===== src/rtl/sram_width_adapter_if.sv =====
// ---------------------------------------------------------------------------
// sram_width_adapter_if
//
// Narrow byte-lane SRAM request bus between a small core and
// sram_width_adapter. Each transfer is a single lane access.
//
//   i_req    request valid (core -> adapter)
//   i_we     1 = write, 0 = read; meaningful only with i_req
//   i_addr   lane address, AW bits
//   i_wdata  lane write data, NW bits
//   i_inv    drop the adapter's read buffer at the next edge
//   o_ready  adapter can accept; a transfer happens on i_req & o_ready
//   o_rdata  lane read data, NW bits
//   o_rvalid one-cycle pulse marking o_rdata as valid
//
// Modports: master = requester (core), slave = adapter.
// ---------------------------------------------------------------------------
interface sram_width_adapter_if #(
  parameter int AW = 10,
  parameter int NW = 8
);
  logic          i_req;
  logic          i_we;
  logic [AW-1:0] i_addr;
  logic [NW-1:0] i_wdata;
  logic          i_inv;
  logic          o_ready;
  logic [NW-1:0] o_rdata;
  logic          o_rvalid;

  modport master (
    output i_req, i_we, i_addr, i_wdata, i_inv,
    input  o_ready, o_rdata, o_rvalid
  );

  modport slave (
    input  i_req, i_we, i_addr, i_wdata, i_inv,
    output o_ready, o_rdata, o_rvalid
  );
endinterface


===== src/rtl/sram_width_adapter.sv =====
// ---------------------------------------------------------------------------
// sram_width_adapter
//
// Bridges a narrow byte-lane SRAM requester to a wide single-port
// OpenRAM-style macro. RATIO lanes of NW bits form one macro word; the
// macro word carries PAD extra bits on top, written as zero and ignored
// on read.
//
// A one-word read buffer holds the last word fetched from (or merged into)
// the macro, so reads to the same word are served without a macro access.
// When the macro has no write mask (HAS_WMASK = 0), partial writes are
// done as read-modify-write; a write to the buffered word is merged
// in place and written back in one cycle.
//
// Ports:
//   i_clk, i_rst_n  clock, asynchronous active-low reset
//   bus             narrow request bus (sram_width_adapter_if.slave)
//   o_csb0          macro chip select, active low
//   o_web0          macro write enable, active low
//   o_wmask0        macro lane write mask (one bit per lane)
//   o_addr0         macro word address (lane address without lane bits)
//   o_din0          macro write data, MW bits
//   i_dout0         macro read data, valid the cycle after a read strobe
//
// Timing summary:
//   read hit   : IDLE, o_rvalid registered one cycle later, o_ready stays 1
//   read miss  : IDLE (strobe) -> RD (data bypassed from macro, o_rvalid)
//   write      : one cycle in IDLE, except an RMW miss:
//                IDLE (read strobe) -> RMW (merged write-back)
// ---------------------------------------------------------------------------
module sram_width_adapter #(
  parameter  int AW        = 10,
  parameter  int NW        = 8,
  parameter  int RATIO     = 4,
  parameter  int PAD       = 1,
  parameter  int HAS_WMASK = 1,
  localparam int LW        = $clog2(RATIO),
  localparam int DW        = NW * RATIO,
  localparam int MW        = DW + PAD,
  localparam int WW        = AW - LW
) (
  input  logic                 i_clk,
  input  logic                 i_rst_n,
  sram_width_adapter_if.slave  bus,
  output logic                 o_csb0,
  output logic                 o_web0,
  output logic [RATIO-1:0]     o_wmask0,
  output logic [WW-1:0]        o_addr0,
  output logic [MW-1:0]        o_din0,
  input  logic [MW-1:0]        i_dout0
);

  typedef enum logic [1:0] {
    IDLE = 2'd0,
    RD   = 2'd1,
    RMW  = 2'd2
  } state_e;

  // -------------------------------------------------------------------------
  // Lane helpers
  // -------------------------------------------------------------------------
  function automatic logic [NW-1:0] get_lane(input logic [DW-1:0] w,
                                             input logic [LW-1:0] l);
    return w[int'(l)*NW +: NW];
  endfunction

  function automatic logic [DW-1:0] put_lane(input logic [DW-1:0] w,
                                             input logic [LW-1:0] l,
                                             input logic [NW-1:0] d);
    logic [DW-1:0] r;
    r = w;
    r[int'(l)*NW +: NW] = d;
    return r;
  endfunction

  function automatic logic [RATIO-1:0] lane_onehot(input logic [LW-1:0] l);
    logic [RATIO-1:0] r;
    r = '0;
    r[l] = 1'b1;
    return r;
  endfunction

  // Place a data word in the macro word with the pad bits held at zero.
  function automatic logic [MW-1:0] to_macro(input logic [DW-1:0] w);
    logic [MW-1:0] r;
    r = '0;
    r[DW-1:0] = w;
    return r;
  endfunction

  // -------------------------------------------------------------------------
  // State
  // -------------------------------------------------------------------------
  state_e         state_q,      state_d;
  logic           buf_valid_q,  buf_valid_d;
  logic           rvalid_q,     rvalid_d;
  logic [NW-1:0]  rdata_q,      rdata_d;
  logic [DW-1:0]  buf_data_q,   buf_data_d;
  logic [WW-1:0]  buf_tag_q,    buf_tag_d;
  logic [LW-1:0]  lane_q,       lane_d;
  logic [WW-1:0]  req_tag_q,    req_tag_d;
  logic [NW-1:0]  wdata_q,      wdata_d;

  // Macro strobes before the reset gate.
  logic             csb_c;
  logic             web_c;
  logic [RATIO-1:0] wmask_c;
  logic [WW-1:0]    addr_c;
  logic [MW-1:0]    din_c;

  logic [WW-1:0]  req_tag_w;
  logic [LW-1:0]  req_lane_w;
  logic [DW-1:0]  dout_w;
  logic           hit_w;
  logic [DW-1:0]  merged;

  assign req_tag_w  = bus.i_addr[AW-1:LW];
  assign req_lane_w = bus.i_addr[LW-1:0];
  assign dout_w     = i_dout0[DW-1:0];

  // Pad bits of the macro word carry nothing.
  logic unused_dout;
  assign unused_dout = ^i_dout0;

  // An invalidate in the same cycle forces a miss so the request never
  // sees data the requester has just declared stale.
  assign hit_w = buf_valid_q && (buf_tag_q == req_tag_w) && !bus.i_inv;

  // -------------------------------------------------------------------------
  // Next-state and macro strobes
  // -------------------------------------------------------------------------
  always_comb begin
    state_d     = state_q;
    buf_valid_d = buf_valid_q;
    rvalid_d    = 1'b0;
    rdata_d     = rdata_q;
    buf_data_d  = buf_data_q;
    buf_tag_d   = buf_tag_q;
    lane_d      = lane_q;
    req_tag_d   = req_tag_q;
    wdata_d     = wdata_q;
    merged      = '0;
    csb_c       = 1'b1;
    web_c       = 1'b1;
    wmask_c     = '0;
    addr_c      = req_tag_q;
    din_c       = '0;

    case (state_q)
      IDLE: begin
        addr_c = req_tag_w;
        if (bus.i_inv) begin
          buf_valid_d = 1'b0;
        end
        if (bus.i_req) begin
          if (!bus.i_we) begin
            if (hit_w) begin
              rvalid_d = 1'b1;
              rdata_d  = get_lane(buf_data_q, req_lane_w);
            end else begin
              csb_c     = 1'b0;
              lane_d    = req_lane_w;
              req_tag_d = req_tag_w;
              state_d   = RD;
            end
          end else if (HAS_WMASK != 0) begin
            // Masked macro: replicate the lane, let the mask pick it.
            csb_c   = 1'b0;
            web_c   = 1'b0;
            wmask_c = lane_onehot(req_lane_w);
            din_c   = to_macro({RATIO{bus.i_wdata}});
            if (hit_w) begin
              buf_data_d = put_lane(buf_data_q, req_lane_w, bus.i_wdata);
            end
          end else if (hit_w) begin
            // Unmasked macro, buffered word: merge locally, write whole word.
            merged     = put_lane(buf_data_q, req_lane_w, bus.i_wdata);
            csb_c      = 1'b0;
            web_c      = 1'b0;
            wmask_c    = '1;
            din_c      = to_macro(merged);
            buf_data_d = merged;
          end else begin
            // Unmasked macro, unknown word: fetch it first.
            csb_c     = 1'b0;
            lane_d    = req_lane_w;
            req_tag_d = req_tag_w;
            wdata_d   = bus.i_wdata;
            state_d   = RMW;
          end
        end
      end

      RD: begin
        buf_data_d  = dout_w;
        buf_tag_d   = req_tag_q;
        buf_valid_d = !bus.i_inv;
        rdata_d     = get_lane(dout_w, lane_q);
        state_d     = IDLE;
      end

      RMW: begin
        merged      = put_lane(dout_w, lane_q, wdata_q);
        csb_c       = 1'b0;
        web_c       = 1'b0;
        wmask_c     = '1;
        din_c       = to_macro(merged);
        buf_data_d  = merged;
        buf_tag_d   = req_tag_q;
        buf_valid_d = !bus.i_inv;
        state_d     = IDLE;
      end

      default: begin
        state_d = IDLE;
      end
    endcase
  end

  // -------------------------------------------------------------------------
  // Outputs
  // -------------------------------------------------------------------------
  // Reset deselects the macro at once, even if a request is being driven.
  assign o_csb0   = csb_c | ~i_rst_n;
  assign o_web0   = web_c | ~i_rst_n;
  assign o_wmask0 = wmask_c;
  assign o_addr0  = addr_c;
  assign o_din0   = din_c;

  assign bus.o_ready  = (state_q == IDLE) && i_rst_n;
  // Misses return data straight from the macro in RD; hits from rdata_q.
  assign bus.o_rvalid = rvalid_q || (state_q == RD);
  assign bus.o_rdata  = (state_q == RD) ? get_lane(dout_w, lane_q) : rdata_q;

  // -------------------------------------------------------------------------
  // Control registers
  // -------------------------------------------------------------------------
  always_ff @(posedge i_clk or negedge i_rst_n) begin
    if (!i_rst_n) begin
      state_q     <= IDLE;
      buf_valid_q <= 1'b0;
      rvalid_q    <= 1'b0;
      rdata_q     <= '0;
    end else begin
      state_q     <= state_d;
      buf_valid_q <= buf_valid_d;
      rvalid_q    <= rvalid_d;
      rdata_q     <= rdata_d;
    end
  end

  // -------------------------------------------------------------------------
  // Data registers (qualified by buf_valid_q / state_q, no reset needed)
  // -------------------------------------------------------------------------
  always_ff @(posedge i_clk) begin
    buf_data_q <= buf_data_d;
    buf_tag_q  <= buf_tag_d;
    lane_q     <= lane_d;
    req_tag_q  <= req_tag_d;
    wdata_q    <= wdata_d;
  end

endmodule


===== src/flat_wrapper.sv =====
// flat-port wrapper written by rule: the top's interface ports become plain ports
module sram_width_adapter_flat 
#(
  parameter  int AW        = 10,
  parameter  int NW        = 8,
  parameter  int RATIO     = 4,
  parameter  int PAD       = 1,
  parameter  int HAS_WMASK = 1,
  localparam int LW        = $clog2(RATIO),
  localparam int DW        = NW * RATIO,
  localparam int MW        = DW + PAD,
  localparam int WW        = AW - LW
)
  (i_clk, i_rst_n, o_csb0, o_web0, o_wmask0, o_addr0, o_din0, i_dout0, bus_i_req, bus_i_we, bus_i_addr, bus_i_wdata, bus_i_inv, bus_o_ready, bus_o_rdata, bus_o_rvalid);
  sram_width_adapter_if #(.AW(AW), .NW(NW)) bus_i ();
  input  logic i_clk;
  input  logic i_rst_n;
  output logic o_csb0;
  output logic o_web0;
  output logic [RATIO-1:0] o_wmask0;
  output logic [WW-1:0] o_addr0;
  output logic [MW-1:0] o_din0;
  input  logic [MW-1:0] i_dout0;
  input wire logic [$bits(bus_i.i_req)-1:0] bus_i_req;
  input wire logic [$bits(bus_i.i_we)-1:0] bus_i_we;
  input wire logic [$bits(bus_i.i_addr)-1:0] bus_i_addr;
  input wire logic [$bits(bus_i.i_wdata)-1:0] bus_i_wdata;
  input wire logic [$bits(bus_i.i_inv)-1:0] bus_i_inv;
  output wire logic [$bits(bus_i.o_ready)-1:0] bus_o_ready;
  output wire logic [$bits(bus_i.o_rdata)-1:0] bus_o_rdata;
  output wire logic [$bits(bus_i.o_rvalid)-1:0] bus_o_rvalid;
  assign bus_i.i_req = bus_i_req;
  assign bus_i.i_we = bus_i_we;
  assign bus_i.i_addr = bus_i_addr;
  assign bus_i.i_wdata = bus_i_wdata;
  assign bus_i.i_inv = bus_i_inv;
  assign bus_o_ready = bus_i.o_ready;
  assign bus_o_rdata = bus_i.o_rdata;
  assign bus_o_rvalid = bus_i.o_rvalid;
  sram_width_adapter #(.AW(AW), .NW(NW), .RATIO(RATIO), .PAD(PAD), .HAS_WMASK(HAS_WMASK)) u_core (.i_clk(i_clk), .i_rst_n(i_rst_n), .bus(bus_i), .o_csb0(o_csb0), .o_web0(o_web0), .o_wmask0(o_wmask0), .o_addr0(o_addr0), .o_din0(o_din0), .i_dout0(i_dout0));
endmodule

===== config.mk =====
export PLATFORM = sky130hd
export DESIGN_NAME = sram_width_adapter_flat
export DESIGN_NICKNAME = d
export VERILOG_FILES = /design/src/rtl/sram_width_adapter_if.sv /design/src/rtl/sram_width_adapter.sv /design/src/flat_wrapper.sv
export SDC_FILE = /design/constraint.sdc
export NUM_CORES = 1
export LEC_CHECK = 0
export BUFFER_PORTS_ARGS = -buffer_cell sky130_fd_sc_hd__buf_4
export CAP_MARGIN = 15
export CORE_MARGIN = 1
export CORE_UTILIZATION = 55
export DETAILED_ROUTE_END_ITERATION = 12
export PLACE_DENSITY = 0.85
export SLEW_MARGIN = 25
export SYNTH_ARGS = -nofsm -noshare
export SYNTH_HDL_FRONTEND = slang
export SYNTH_SLANG_ARGS = --single-unit
export TNS_END_PERCENT = 1

===== constraint.sdc =====
create_clock -name i_clk -period 3.6 [get_ports i_clk]
set_input_delay 0.36 -clock i_clk [delete_from_list [all_inputs] [get_ports i_clk]]
set_output_delay 0.36 -clock i_clk [all_outputs]
set_load 0.02 [all_outputs]

# == Yosys cells after proc, flatten, opt, wreduce, memory -nomap -nowiden ==
# Cells that the tools add are included.
# op_classes
n_eq_ne,9
multipliers,0
n_addsub,2
mux,35
n_lt_le_gt_ge,2
shift,6
n_reduce_logical,16
bitwise,5
div,0
# op_table
operator,n
$mux W32,4
$pmux W32 S3,1
$neg A5 Y33,2
$pmux W33 S2,1
$shift A8 B33 Y32 const A,2
$bwmux W32,2
$shiftx A32 B6 Y8,2
$mux W8,5
$mux W33,1
$shiftx A1 B33 Y32 const A,1
$shiftx A8 B33 Y32,1
$pmux W8 S2,1
$reduce_and A4 Y1,3
$ne A2 B2 Y1 const B,5
$mux W1,9
$eq A8 B8 Y1,1
$mux W2,4
$mux W4,2
$pmux W4 S2,1
$pmux W1 S2,3
$logic_and A1 B1 Y1,4
$reduce_bool A2 Y1,2
$lt A2 B3 Y1 const B,1
$not A1 Y1,3
13 further kinds,14
# word_totals
mem_bits_rw,0
output_inout_bits,57
ff_bits,62
memories,0
latchBits,0
inputBits,56
wordCells,83
rom_bits,0

# == Logic depth before layout (Yosys ltp) ==
# Gate-level depths: netlist of run 1.
# logic_depth
depth_word,8
depth_mapped,7
depth_no_buf,5

# == Least setup slack after synthesis of run 1 ==
# Ideal clock, no wire load.
# synth_timing
kind,flip-flop to flip-flop
from,reg u_core.state_q[0]
to,"reg u_core.lane_q[0], enable pin"
arrival_ns,1.870
synth_period_minus_slack_ns,2.260
path_slack_ns,1.340
stages_incl_launch_ff,5
cell_sequence,dfrtp_1 -> clkbuf_1 -> clkbuf_1 -> clkbuf_1 -> nor3_1
# synth_between
elab_chain_len,2
# synth_rtl
element,line,text
"start, declared",sram_width_adapter.sv:94,"state_e state_q, state_d;"
"start signal, assigned",sram_width_adapter.sv:245,state_q <= state_d;
$logic_not A2 Y1,sram_width_adapter.sv:149,case (state_q)
$reduce_and A4 Y1 (no source line),-,
"end signal, assigned",sram_width_adapter.sv:258,lane_q <= lane_d;
"end, declared",sram_width_adapter.sv:100,"logic [LW-1:0] lane_q, lane_d;"
# Every way passes these cells.
# A chain may end at the register's enable or synchronous reset.

# == Worst setup path in the final report of run 1 ==
# layout_timing
from,reg u_core.state_q[0]
to,out o_din0[10]
# layout_between
elab_chain_len,2
word_cells_on_any_way,3
# layout_rtl
element,line,text
$eq A2 B2 Y1 or $logic_not A2 Y1 (tied branches),-,
$pmux W33 S2 (*),sram_width_adapter.sv:149,
"end, declared",flat_wrapper.sv:22,output logic [MW-1:0] o_din0;
# Every way passes the cells marked *; elsewhere a longest branch is shown, timed or not.

==> metrics.txt, run 1 <==
result of the run finished clean; unrepaired setup endpoints after global routing false; Non-Filler Cell Area, Final 0.004392 mm2; Clock H-tree levels 3; Crit Path Category flop to output port; distinct cell type count after synthesis 38; clock tree buffer depth 2; Post-route DRC 0; max-slew headroom at the worst pin 0.2837; clock tree sinks 61; Top-Level Pins 113; share of synthesized flip-flops with an asynchronous set or reset 0.1803; Max FO, Critical Path 33; Port-buffer cells 110; average via count per standard cell 6.026; sum of negative setup slack 0 ns; flop and latch count out of synthesis 61; clock latency on the worst-skew pair 0.35 ns; post-detail-place hpwl 6.003 mm; critical register-to-register path startpoint u_core.buf_tag_q[2]; number of antenna violations at the first check in global routing 0; timing-limited maximum frequency 376.5 MHz; placed insts 412; highest ir drop seen on vdd 0.0002625 V; kind of start point of the critical path flop; overall global routing resource usage 0.2692; clock tree skew after final layout 0.009865 ns; via total after detailed routing 2585; slew at the pin closest to its max-slew limit 1.072 ns; initial core utilization 0.5807; critical hold path startpoint bus_i_inv; die extent in y 82.00 um; count of synthesis-stage warnings from yosys 0; internal reg-to-reg setup slack 1.09 ns; final std cells w/o fill 429; destination of the worst hold path u_core.buf_valid_q; signal arrival time at the worst endpoint 2.30 ns; post-layout minimum cycle time 2.656 ns; global-route wire length before repair 12.59 mm; total wire length after detailed routing 8.423 mm; # rows 28; area of the multi-input gates 0.001404 mm2; Die Footprint 0.006723 mm2; Antenna Diode Count 0; mean routed wirelength per cell 19.63 um; count of filler cells inserted in the layout 403; remaining antenna violation count 0; max-slew violations 0; Final setup viols 0; ratio of cells with drive above 1 in the final layout 0.4576; Cell Pwr Density 424.5 mW/mm2; horizontal extent of the die 82.00 um; cell depth of the worst min-delay path 2; commonest non-fill, non-tap cells in the layout buf_4, edfxtp_1, a22o_1; number of search-and-repair iterations in the first detailed-routing pass 5; final net count 412; synthesis-to-layout area growth 24.78%; Congestion Overflow GR 0; Hold Path Class primary input to flop; element type at the critical path end output port; total CTS buffers 9; part of the Yosys area used for sequential elements 0.5048; post-synthesis cell area 0.003520 mm2; clock root buffer clkbuf_8; TritonCTS clock tree done; vias in the first global route 2468; most frequently used flop master after synthesis edfxtp_1; DRC marker count from the first detailed-route iteration 174; commonest non-fill, non-tap cell in the layout buf_4; worst reg2reg endpoint u_core.buf_data_q[20]; EDFF count, synth 50; required time reported for the critical path endpoint 3.24 ns; Placer Congestion 0.8054; placed standard-cell area 0.004165 mm2; cells on worst reg2reg path 4; static leakage 1.826 nW; endpoints failing hold 0; total nets after synthesis 333; largest net degree at the start of global routing 34; Core Box Area 0.006061 mm2; total of max-cap violations 0; Mapped Cells 270; clock-pin slew reported for the worst setup and hold paths after clock tree synthesis 0.07 ns; area used by sequential logic in the layout 0.001778 mm2; syn_area_per_cell 13.04 um2; fraction of the cycle the final worst path needs 0.7378
## what timing repair did
action                                 in CTS  in global routing
hold buffers                                1                  0
setup buffers                               0                  0
resized for setup                           0                  0
endpoints found under the hold margin      11                  0
## state kept, by name, indices dropped and copies added, names as in the netlist
signal and flops:
u_core.rdata_q 8, u_core.buf_tag_q 8, u_core.lane_q 2, u_core.buf_data_q 32, u_core.rvalid_q 1, u_core.state_q 1, u_core.buf_valid_q 1, u_core.req_tag_q 8
## where the power goes
part	total, W	internal, W	switching (W)
clock network	0.000675	0.000405	0.000270
logic	0.000352	0.000169	0.000182
registers	0.000837	0.000812	0.0000251
## layer usage
| layer | track usage | share of wire |
|---|---|---|
| met1 | 0.3279 | 0.38 |
| met2 | 0.4595 | 0.52 |
| met3 | 0.07111 | 0.084 |
| met4 | 0.09649 | 0.014 |
| met5 | 0 | 0 |
## cells in the mapped netlist, types with 2 or more instances
cell type	n	area, um2
mux2_2	8	90.09
a41o_2	4	45.04
buf_4	25	187.7
and4_1	2	17.52
ha_1	7	87.58
edfxtp_1	50	1501
nor3_1	3	15.01
or2_2	2	12.51
nor2_1	3	11.26
or3_1	2	12.51
nand3_1	2	10.01
nand2_1	16	60.06
buf_6	3	33.78
dfrtp_1	11	275.3
a22o_1	32	280.3
o311ai_0	8	70.07
buf_2	2	10.01
mux4_2	16	360.4
o21ai_0	8	40.04
xor2_1	2	17.52
and2_1	12	75.07
o211ai_1	8	60.06
clkbuf_1	14	52.55
xnor2_1	6	52.55
inv_1	11	41.29
## critical path, cell delays in order (launching register included)
cell and delay (ns):
dfrtp_2 0.74, inv_1 0.39, and3_2 0.38, and2_1 0.24, buf_4 0.18
## stage by stage
stage | worst slack (ns) | total power, W | utilization | hold slack, ns
4_1_cts | 0.9583 | 0.001865 | 0.7246 | 0.1671
2_1_floorplan | 1.340 | 0.001054 | - | 0.06441
3_3_place_gp | 1.090 | 0.001191 | 0.6872 | 0.2099
6_report | 0.9439 | 0.001864 | 0.7246 | 0.1722
5_1_grt | 0.8098 | 0.001930 | 0.7246 | 0.1663
3_5_place_dp | 1.006 | 0.001202 | 0.6872 | 0.2105
## layout make-up
cell class | count | share of cell area
well taps | 75 | 0.02137
clock inverters | 5 | 0.01709
clock buffers | 11 | 0.03219
inverters | 11 | 0.009402
multi-input cells | 152 | 0.3197
flip-flops and latches | 61 | 0.4048
repair buffers | 114 | 0.1954
## cells by family after synthesis
| logic type | share of synthesized area |
|---|---|
| buffers and inverters | 0.09634 |
| flip-flops | 0.5048 |
| AO/OA/AOI/OAI | 0.1408 |
| other | 0.001065 |
| multiplexers | 0.1280 |
| AND/OR/NAND/NOR | 0.08426 |
| adder cells (fa/ha/maj) | 0.02488 |
| XOR/XNOR | 0.01991 |
## worst max path at each step
stage	slack, ns	to	from
4_1_cts	0.96	o_din0[10]	u_core.state_q[0]
3_3_place_gp	1.09	u_core.buf_data_q[0]	bus_i_addr[5]
2_1_floorplan	1.34	u_core.lane_q[0]	u_core.state_q[0]
6_report	0.94	o_din0[10]	u_core.state_q[0]
3_5_place_dp	1.01	u_core.buf_data_q[6]	bus_i_addr[5]
5_1_grt	0.81	o_din0[10]	u_core.state_q[0]
(Power assumes the default switching activity.)
==> run 2: changes to the inputs <==
--- a/config.mk
+++ b/config.mk
@@ -8,9 +8,9 @@
 export BUFFER_PORTS_ARGS = -buffer_cell sky130_fd_sc_hd__buf_4
 export CAP_MARGIN = 15
 export CORE_MARGIN = 1
-export CORE_UTILIZATION = 55
+export CORE_UTILIZATION = 51
 export DETAILED_ROUTE_END_ITERATION = 12
-export PLACE_DENSITY = 0.85
+export PLACE_DENSITY = 0.8
 export SLEW_MARGIN = 25
 export SYNTH_ARGS = -nofsm -noshare
 export SYNTH_HDL_FRONTEND = slang
==> constraint.sdc (replaced) <==
create_clock -name i_clk -period 2.7 [get_ports i_clk]
set_input_delay 0.27 -clock i_clk [delete_from_list [all_inputs] [get_ports i_clk]]
set_output_delay 0.27 -clock i_clk [all_outputs]
set_load 0.02 [all_outputs]
==> run 2 against run 1 <==
Net effect: setup slack lost 0.58 ns; via count is 1.5% lower; sequential share of layout area rose by 0.058 points; cell count up 0.93%; highest routed layer unchanged; critical endpoint is now bus_o_rdata[3]; routed wire length shrank 3.8%; final area decreased by 0.14%; global-route usage is 3.6 points lower; largest cell class unchanged; power is 27% higher.
==> metrics.txt, run 2 (synthesis results as in run 1) <==
timing-limited maximum frequency 428.4 MHz; slew at the pin closest to its max-slew limit 0.7582 ns; NetSw 0.0006149 W; synthesis-to-layout area growth 24.60%; post-layout minimum cycle time 2.334 ns; required time reported for the critical path endpoint 2.43 ns; clock group share of total power 0.333; Hold Path Class primary input to flop; number of antenna violations at the first check in global routing 0; Crit Path Category flop to output port; total CTS buffers 9; Post-route DRC 0; global-route wire length before repair 12.72 mm; commonest non-fill, non-tap cells in the layout buf_4, edfxtp_1, a22o_1; met3 wire length 660 um; element type at the critical path end output port; vias in the first global route 2447; total of max-cap violations 0; endpoints failing hold 0; clock-pin slew reported for the worst setup and hold paths after clock tree synthesis 0.07 ns; remaining antenna violation count 0; largest net degree at the start of global routing 77; Top-Level Pins 113; Internal 0.001755 W; horizontal extent of the die 85.08 um; Die Footprint 0.007238 mm2; max-slew violations 0; Comb power frac 0.199; via total after detailed routing 2547; proportion of power drawn by flip-flops and latches 0.468; Antenna Diode Count 0; clock tree buffer depth 2; unrepaired setup endpoints after global routing false; # rows 29; die extent in y 85.08 um; Placer Congestion 0.8071; crit path setup slack, layout 0.3656 ns; Congestion Overflow GR 0; Clock H-tree levels 3; Port-buffer cells 110; clock tree sinks 61; total wire length after detailed routing 8.099 mm; commonest non-fill, non-tap cell in the layout buf_4; number of flip-flops under the largest register name 32; highest ir drop seen on vdd 0.0002617 V; internal reg-to-reg setup slack 0.70 ns; DRC marker count from the first detailed-route iteration 166; number of search-and-repair iterations in the first detailed-routing pass 4; static leakage 1.819 nW; initial core utilization 0.5419; highest signal layer in the routed design met4; overall global routing resource usage 0.2337; metal2 WL 4.091 mm; largest register by flop count u_core.buf_data_q; Cell Pwr Density 540.3 mW/mm2; max-slew headroom at the worst pin 0.4945; TritonCTS clock tree done; kind of start point of the critical path flop; switching portion of total power 0.2595; post-detail-place hpwl 5.769 mm; setup slack after placement 0.6865 ns; Final setup viols 0; average via count per standard cell 5.882; clock tree skew after final layout 0.007484 ns; Max FO, Critical Path 8; clock latency on the worst-skew pair 0.33 ns; result of the run finished clean; signal arrival time at the worst endpoint 2.06 ns; fraction of the cycle the final worst path needs 0.8646; post-route met1 wirelength 3.248 mm; sum of negative setup slack 0 ns; ratio of cells with drive above 1 in the final layout 0.4579; mean routed wirelength per cell 18.70 um; clock root buffer clkbuf_8; final net count 414; Core Box Area 0.006495 mm2
==> run 2: cell count changes in the layout (fill, tap and decap cells not counted), sizes merged <==
cell	before	now
bufinv	2	1
clkinvlp	0	1
buf	113	115
==> run 2: worst paths after layout <==
path                                           from                    to  cells after the start
worst min register to register  u_core.req_tag_q[3]   u_core.buf_tag_q[3]                      0
min in group asynchronous                   i_rst_n       u_core.rvalid_q                      2
worst max-delay path               u_core.lane_q[0]        bus_o_rdata[3]                      4
worst max register to register    u_core.state_q[0]  u_core.buf_data_q[9]                      4
max in group asynchronous                   i_rst_n     u_core.state_q[0]                      2
worst min-delay path                      bus_i_inv    u_core.buf_valid_q                      2
==> run 2: through the flow <==
stage | util | cells | total power, W | hold WS, ns | area (um2)
final | 0.6752 | 433 | 0.002369 | 0.09868 | 4385
after global routing | 0.6752 | 433 | 0.002458 | 0.08749 | 4385
after CTS | 0.6752 | 433 | 0.002382 | 0.09380 | 4385
after detailed placement | 0.6440 | 416 | 0.001598 | 0.1180 | 4183
after global placement | 0.6440 | 416 | 0.001587 | 0.1172 | 4183
after floorplan | - | 270 | 0.001405 | -0.02559 | 3520
==> run 2: power by group through the flow <==
stage / combinational [W] / clock, W / sequential [W]
floorplan: 0.000288 / 0 / 0.00112
global placement: 0.000462 / 0 / 0.00112
detailed placement: 0.000470 / 0 / 0.00113
CTS: 0.000473 / 0.000800 / 0.00111
global route: 0.000509 / 0.000835 / 0.00111
finish: 0.000471 / 0.000790 / 0.00111
==> run 2: cell type report <==
class / instances / area [um2]
well taps: 77 / 96.34
repair buffers: 116 / 873.3
clock buffers: 11 / 141.4
flip-flops and latches: 61 / 1778
fillers: 448 / 2110
inverters: 11 / 41.29
multi-input cells: 152 / 1404
clock inverters: 5 / 51.30
==> run 2: timing repair <==
| item | 4_1_cts | 5_1_grt |
|---|---|---|
| hold buffers | 1 | 0 |
| buffers inserted | 0 | 0 |
| endpoints found under the hold margin | 11 | 0 |
| gates resized for setup | 0 | 0 |
==> run 2: routing by layer <==
metal | vias to the layer above | global-route usage
li1 | 1175 | -
met1 | 1226 | 0.3031
met2 | 136 | 0.3827
met3 | 10 | 0.05739
met4 | 0 | 0.08783
met5 | - | 0
==> run 2: worst max-delay path: stages (launching register included) <==
cell	delay [ns]
edfxtp_1	0.70
mux4_2	0.61
nand2_1	0.11
o21ai_0	0.11
buf_4	0.20
